## src/rtl/dma_peripheral_port.sv

```systemverilog
// -----------------------------------------------------------------------------
// dma_peripheral_port
//
// Peripheral side of an 8237-style DMA handshake. A small byte FIFO sits
// between the local logic and the DMA data bus.
//   dir=1 (device-to-memory): local logic pushes bytes, and the controller
//         reads them with IOR_N strobes.
//   dir=0 (memory-to-device): the controller writes bytes with IOW_N strobes,
//         and local logic pops them.
// DREQ is raised while the FIFO can service a transfer. The end of a
// transfer is reported through sticky status flags and the TERM state.
//
// Ports
//   CLK, RESET          clock, asynchronous active-low reset
//   DREQ / DACK         request to / acknowledge from controller (polarity
//                       set by parameters)
//   IOR_N, IOW_N        I/O read / write strobes (active low)
//   EOP_N_IN            controller end of process (active low)
//   EOP_N_OUT           device-forced end of process (active low)
//   DB_IN / DB_OUT      controller-side data bus in / out
//   DB_OE               DB_OUT drive enable
//   enable, dir         local DMA enable, transfer direction
//   push_*              local byte input into FIFO (dir=1)
//   pop_*               local byte output from FIFO (dir=0)
//   stop_req            request EOP on the next strobe
//   tc_flag, ovr_flag,  sticky terminal-count / overrun / underrun flags
//   udr_flag
//   flag_clr            clear flags and leave TERM
// -----------------------------------------------------------------------------
module dma_peripheral_port #(
    parameter int FIFO_DEPTH       = 4,
    parameter bit DREQ_ACTIVE_HIGH = 1'b1,
    parameter bit DACK_ACTIVE_HIGH = 1'b0
) (
    input  logic       CLK,
    input  logic       RESET,
    output logic       DREQ,
    input  logic       DACK,
    input  logic       IOR_N,
    input  logic       IOW_N,
    input  logic       EOP_N_IN,
    output logic       EOP_N_OUT,
    input  logic [7:0] DB_IN,
    output logic [7:0] DB_OUT,
    output logic       DB_OE,
    input  logic       enable,
    input  logic       dir,
    input  logic       push_valid,
    input  logic [7:0] push_data,
    output logic       push_ready,
    output logic       pop_valid,
    output logic [7:0] pop_data,
    input  logic       pop_ready,
    input  logic       stop_req,
    output logic       tc_flag,
    output logic       ovr_flag,
    output logic       udr_flag,
    input  logic       flag_clr
);

    localparam int PW = (FIFO_DEPTH > 1) ? $clog2(FIFO_DEPTH) : 1;
    localparam int CW = $clog2(FIFO_DEPTH + 1);
    localparam logic [CW-1:0] DEPTH_C = CW'(FIFO_DEPTH);

    typedef enum logic [1:0] {
        S_IDLE,
        S_REQ,
        S_SERVICE,
        S_TERM
    } state_t;

    state_t          state_q, state_d;
    logic            dreq_q;
    logic            dir_q;
    logic            ior_act_q;
    logic            iow_act_q;
    logic [7:0]      db_lat_q;
    logic            stop_pend_q, stop_pend_d;
    logic            tc_q, tc_d;
    logic            ovr_q, ovr_d;
    logic            udr_q, udr_d;
    logic [PW-1:0]   wr_ptr_q, rd_ptr_q;
    logic [CW-1:0]   count_q, count_d;

    logic            dack_act;
    logic            ior_done, iow_done;
    logic            strobe_low;
    logic            fifo_empty, fifo_full;
    logic            ready;
    logic            push_acc, pop_acc;
    logic            dma_rd, dma_wr;
    logic            fifo_wr, fifo_rd;
    logic [7:0]      wr_data;
    logic [7:0]      head;
    logic            forced_eop;
    logic            eop_event;
    logic            db_oe;
    logic [7:0]      mem_rd [FIFO_DEPTH];

    // ------------------------------------------------------------------
    // Handshake decode
    // ------------------------------------------------------------------
    assign dack_act = (DACK == DACK_ACTIVE_HIGH);

    // A strobe only counts if DACK was active during its last low cycle;
    // it completes on the rising edge of the strobe, and only the strobe
    // type matching the latched direction is honoured.
    assign ior_done   = dir_q  && ior_act_q && IOR_N;
    assign iow_done   = !dir_q && iow_act_q && IOW_N;
    assign strobe_low = dack_act && (dir_q ? !IOR_N : !IOW_N);

    assign fifo_empty = (count_q == '0);
    assign fifo_full  = (count_q == DEPTH_C);
    assign ready      = dir_q ? !fifo_empty : !fifo_full;

    assign push_ready = dir_q && !fifo_full;
    assign pop_valid  = !dir_q && !fifo_empty;
    assign pop_data   = head;

    assign push_acc = push_valid && push_ready;
    assign pop_acc  = pop_valid && pop_ready;
    assign dma_rd   = ior_done && !fifo_empty;
    assign dma_wr   = iow_done && !fifo_full;

    // Only one writer and one reader can be active per direction.
    assign fifo_wr = push_acc || dma_wr;
    assign fifo_rd = dma_rd || pop_acc;
    assign wr_data = dir_q ? push_data : db_lat_q;

    assign forced_eop = stop_pend_q && (ior_done || iow_done);
    assign eop_event  = (!EOP_N_IN && dack_act) || forced_eop;

    // ------------------------------------------------------------------
    // Bus outputs
    // ------------------------------------------------------------------
    // Combinational, so the bus follows the strobe without a cycle of lag.
    // RESET gates the output so that the bus is released at once, even
    // mid-strobe.
    assign db_oe     = RESET && dir_q && dack_act && !IOR_N;
    assign DB_OE     = db_oe;
    assign DB_OUT    = (db_oe && !fifo_empty) ? head : 8'h00;
    assign EOP_N_OUT = !(stop_pend_q && strobe_low);
    assign DREQ      = DREQ_ACTIVE_HIGH ? dreq_q : !dreq_q;

    assign tc_flag  = tc_q;
    assign ovr_flag = ovr_q;
    assign udr_flag = udr_q;

    // ------------------------------------------------------------------
    // FIFO storage (contents are not reset; emptiness comes from count_q)
    // ------------------------------------------------------------------
    for (genvar gi = 0; gi < FIFO_DEPTH; gi++) begin : g_mem
        logic [7:0] entry_q;

        always_ff @(posedge CLK) begin
            if (fifo_wr && (wr_ptr_q == PW'(gi))) begin
                entry_q <= wr_data;
            end
        end

        assign mem_rd[gi] = entry_q;
    end

    assign head = mem_rd[rd_ptr_q];

    always_comb begin
        count_d = count_q;
        case ({fifo_wr, fifo_rd})
            2'b10:   count_d = count_q + CW'(1);
            2'b01:   count_d = count_q - CW'(1);
            default: count_d = count_q;
        endcase
    end

    // ------------------------------------------------------------------
    // Flags and stop request
    // ------------------------------------------------------------------
    always_comb begin
        tc_d        = tc_q;
        ovr_d       = ovr_q;
        udr_d       = udr_q;
        stop_pend_d = stop_pend_q;

        if (flag_clr) begin
            tc_d  = 1'b0;
            ovr_d = 1'b0;
            udr_d = 1'b0;
        end
        // Set events override a simultaneous clear.
        if (eop_event) begin
            tc_d = 1'b1;
        end
        if (iow_done && fifo_full) begin
            ovr_d = 1'b1;
        end
        if (ior_done && fifo_empty) begin
            udr_d = 1'b1;
        end

        if (forced_eop) begin
            stop_pend_d = 1'b0;
        end
        if (stop_req) begin
            stop_pend_d = 1'b1;
        end
    end

    // ------------------------------------------------------------------
    // Request FSM
    // ------------------------------------------------------------------
    always_comb begin
        state_d = state_q;
        if (eop_event) begin
            state_d = S_TERM;
        end else begin
            case (state_q)
                S_IDLE: begin
                    if (enable && ready) begin
                        state_d = S_REQ;
                    end
                end
                S_REQ: begin
                    if (dack_act) begin
                        state_d = S_SERVICE;
                    end else if (!enable || !ready) begin
                        state_d = S_IDLE;
                    end
                end
                S_SERVICE: begin
                    if (!enable || !ready) begin
                        state_d = S_IDLE;
                    end
                end
                S_TERM: begin
                    if (flag_clr) begin
                        state_d = S_IDLE;
                    end
                end
                default: state_d = S_IDLE;
            endcase
        end
    end

    // ------------------------------------------------------------------
    // Registers
    // ------------------------------------------------------------------
    always_ff @(posedge CLK or negedge RESET) begin
        if (!RESET) begin
            state_q     <= S_IDLE;
            dreq_q      <= 1'b0;
            dir_q       <= 1'b1;
            ior_act_q   <= 1'b0;
            iow_act_q   <= 1'b0;
            db_lat_q    <= 8'h00;
            stop_pend_q <= 1'b0;
            tc_q        <= 1'b0;
            ovr_q       <= 1'b0;
            udr_q       <= 1'b0;
            wr_ptr_q    <= '0;
            rd_ptr_q    <= '0;
            count_q     <= '0;
        end else begin
            state_q     <= state_d;
            // DREQ is registered from the next state so it lines up with it.
            dreq_q      <= (state_d == S_REQ) || (state_d == S_SERVICE);
            if (state_q == S_IDLE) begin
                dir_q <= dir;
            end
            ior_act_q   <= !IOR_N && dack_act;
            iow_act_q   <= !IOW_N && dack_act;
            // Keep the bus value from the last acknowledged low cycle of IOW_N.
            if (!IOW_N && dack_act) begin
                db_lat_q <= DB_IN;
            end
            stop_pend_q <= stop_pend_d;
            tc_q        <= tc_d;
            ovr_q       <= ovr_d;
            udr_q       <= udr_d;
            if (fifo_wr) begin
                wr_ptr_q <= wr_ptr_q + PW'(1);
            end
            if (fifo_rd) begin
                rd_ptr_q <= rd_ptr_q + PW'(1);
            end
            count_q     <= count_d;
        end
    end

endmodule

```

## config.mk

```make
export PLATFORM = sky130hd
export DESIGN_NAME = dma_peripheral_port
export DESIGN_NICKNAME = d
export VERILOG_FILES = /design/src/rtl/dma_peripheral_port.sv
export SDC_FILE = /design/constraint.sdc
export NUM_CORES = 1
export LEC_CHECK = 0
export CORE_ASPECT_RATIO = 2
export CORE_UTILIZATION = 50
export CTS_BUF_LIST = sky130_fd_sc_hd__clkbuf_8 sky130_fd_sc_hd__clkbuf_16
export DETAILED_ROUTE_END_ITERATION = 10
export PLACE_DENSITY = 0.8
export SLEW_MARGIN = 20
export SYNTH_ARGS = -nofsm -noshare
export SYNTH_HDL_FRONTEND = slang
export SYNTH_SLANG_ARGS = --single-unit
```

## constraint.sdc

```tcl
create_clock -name CLK -period 3.3 [get_ports CLK]
set_input_delay 0.495 -clock CLK [delete_from_list [all_inputs] [get_ports CLK]]
set_output_delay 0.495 -clock CLK [all_outputs]
set_load 0.02 [all_outputs]
```

==> impl_metrics.csv <==
group,metric,value,unit
floorplan,placement_rows,36,
setup_path,crit_path_end_kind,"output port",
synthesis,syn_nets,196,
synthesis,ys_seq_area_frac,0.626,
detailed_routing,avgViaCountPerCell,5.51,
floorplan,die_height,103,microns
placement,place.gp.congestion,0.822,
placement,portBuffers,51,
setup_path,cp.arrival,2370,ps
clock_tree,clockBufferDepth,2,
setup_path,cp_max_fo,20,
clock_tree,ctsResizeCount,0,
clock_tree,clk_pin_slew,60,ps
detailed_routing,ant_nets,0,
power_and_ir_drop,p_switching,923,uW
worst_hold_path,holdPathEnd,"db_lat_q[1]",
global_route,track_usage,0.232,
detailed_routing,drt-pass1-iter-count,4,
placement,post-place-ws,458,ps
timing,finalCriticalPeriod,2870,ps
synthesis,yosys_warnings,0,
finish,finalNonFillerCells,284,
global_route,grt_max_degree,21,
clock_tree,clock_latency,330,ps
finish,fin_util,0.677,
power_and_ir_drop,internal_power,1.86,mW
placement,dp.final_hpwl,3.93,mm
synthesis,ys_seq_elements,57,
setup_path,r2r-start,"dir_q",
clock_tree,cts.sinks,57,
timing,final.period_utilization,0.868,
clock_tree,cts_hold_buf,0,
synthesis,synth_flop_cell,"edfxtp_1",
timing,fin_ws,434,ps
floorplan,pin_count,52,
setup_path,start_kind,"flop",
power_and_ir_drop,combPwrFrac,0.362,
detailed_routing,routed_wl,5.20,mm
finish,syn_to_final_growth,29.9,%
power_and_ir_drop,pwr-share-seq,0.417,
synthesis,syn_area,2530,sq um
setup_path,crit_path_cell_trace,"mux2_1, or3_1, clkdlybuf4s50_1",
power_and_ir_drop,power.total,2.78,mW
timing,relSlewSlack,0.611,
finish,final_cell_mix,"clkdlybuf4s50_1, edfxtp_1, dfrtp_1",
detailed_routing,post-route-drc-count,0,
power_and_ir_drop,max-vdd-ir-drop,570,uV
setup_path,r2r_cells,8,
floorplan,dieArea,5380,sq um
timing,setup-tns-final,0,ps
clock_tree,cts_tree,"built",
setup_path,cpLargestDelayFamily,"flip-flops",
flow_run,cap_violations,0,
clock_tree,h-tree-depth,3,
worst_hold_path,hold_path_depth,1,
timing,finalMaxSlewViolations,0,
timing,max_freq,349,MHz
synthesis,ys_async_sr_fraction,0.439,
placement,dp_cells,268,
timing,setup_viol,0,
setup_path,crit_required,2800,ps
power_and_ir_drop,clockPowerShare,0.222,
setup_path,regToRegEndpoint,"count_q[2]",
global_route,grt_overflow,0,
power_and_ir_drop,leakage,1.28,nW
run_status,status,"finished, final reports clean",
detailed_routing,wl_per_cell,18.3,microns
clock_tree,post-cts-setup-buffers,0,
global_route,grt_pass1_vias,1756,
timing,fin_skew,5.97,ps
clock_tree,numCtsBuffers,9,
detailed_routing,drt_iter0_markers,33,
detailed_routing,num_vias,1564,
timing,rsz0062_at_grt,"false",
synthesis,synth_edf_count,32,
power_and_ir_drop,power_density,845,nW/um^2
timing,hold_viol,0,
finish,drive_above_1_share,0.238,
floorplan,die_w,52.4,microns
power_and_ir_drop,power.share.switching,0.332,
timing,tightest_slew,583,ps
setup_path,slowest_delay,810,ps
floorplan,start_util,0.521,
finish,final_nets,256,
synthesis,syn_inst,162,
global_route,grt_first_pass_wirelength,8.51,mm
floorplan,design.core.area,4860,sq um
global_route,antenna_found_initial,0,
clock_tree,cts_root_buf,"clkbuf_8",
synthesis,syn_avg_cell_area,15.6,sq um
setup_path,r2r_slack,710,ps
finish,final_common_cell,"clkdlybuf4s50_1",
synthesis,synthDistinctLibCells,43,
worst_hold_path,worst_hold_startpoint,"db_lat_q[1]",
finish,fillers,357,
finish,n_antenna_cell,0,
setup_path,path_buf_inv,1,
setup_path,criticalPathCategory,"flop to output port",
worst_hold_path,hp-class,"flop to flop",
setup_path,slowest_stage,"dfstp_2",
[synthesized netlist by cell type (2+ instances only)]
library cell | instances | area [sq um]
inv_1 | 12 | 45.0
mux2_2 | 17 | 191
mux4_2 | 8 | 180
nand2b_1 | 2 | 12.5
o21ai_0 | 2 | 10.0
mux2i_1 | 2 | 20.0
nand2_1 | 4 | 15.0
ha_1 | 5 | 62.6
xor2_1 | 3 | 26.3
o311ai_1 | 2 | 17.5
nor2_1 | 4 | 15.0
and2_1 | 9 | 56.3
nor2_2 | 2 | 12.5
edfxtp_1 | 32 | 961
xnor2_1 | 4 | 35.0
and2_2 | 4 | 30.0
dfrtp_1 | 24 | 601
[per-layer routing]
layer,track usage,routed length (microns)
met5,0,0
met3,0.0619,218
met1,0.227,1740
met4,0.128,177
met2,0.423,3060
[flip-flops by register name, summed over array words and instances (netlist names)]
signal         count
DREQ               1
count_q            3
db_lat_q           8
dir_q              1
g_mem.entry_q     32
ior_act_q          1
iow_act_q          1
ovr_flag           1
rd_ptr_q           2
state_q            2
stop_pend_q        1
tc_flag            1
udr_flag           1
wr_ptr_q           2
[metrics by stage]
stage / hold slack [ps] / cell area [sq um]
2_1_floorplan: 199 / 2530
3_3_place_gp: 487 / 3100
3_5_place_dp: 506 / 3100
4_1_cts: 519 / 3290
5_1_grt: 533 / 3290
6_report: 511 / 3290
[how the worst max path moves through the flow]
stage | start | end | slack, ps | cells after the start
2_1_floorplan | dir_q | count_q[2] | 1250 | 9
3_3_place_gp | DACK | DB_OUT[2] | 550 | 5
3_5_place_dp | DACK | DB_OUT[2] | 460 | 5
4_1_cts | dir_q | EOP_N_OUT | 420 | 3
5_1_grt | dir_q | EOP_N_OUT | 350 | 3
6_report | dir_q | EOP_N_OUT | 430 | 3
[final cells by class]
class / count / area (sq um) / area share
Sequential cell: 57 / 1590 / 0.482
Multi-Input combinational cell: 89 / 873 / 0.265
Timing Repair Buffer: 53 / 526 / 0.160
Clock buffer: 10 / 138 / 0.0418
Tap cell: 57 / 71.3 / 0.0217
Clock inverter: 6 / 51.3 / 0.0156
Inverter: 12 / 45.0 / 0.0137
[logic make-up after synthesis]
family / Yosys count / synth area share
DFF: 57 / 0.626
and+or+nand+nor: 34 / 0.0814
muxes: 29 / 0.165
buffers and inverters: 16 / 0.0291
AOI/OAI and AO/OA: 13 / 0.0415
xor gates and xnor gates: 7 / 0.0242
adders and majority gates: 6 / 0.0326
[power groups by stage]
stage / logic (mW) / registers [mW] / clock network [mW]
3_5_place_dp: 1.01 / 1.17 / 0
3_3_place_gp: 0.952 / 1.16 / 0
4_1_cts: 1.02 / 1.16 / 0.627
6_report: 1.01 / 1.16 / 0.617
2_1_floorplan: 0.739 / 1.06 / 0
5_1_grt: 1.09 / 1.19 / 0.660
[worst reg2reg max path: stages, from the launching register on]
cell and delay (ps):
dfstp_2 810, nand3_1 230, a21oi_1 310, ha_1 260
inv_1 70, fa_1 380, xor2_1 150, nor2_1 120
xor2_1 170
(Power assumes the default switching activity.)
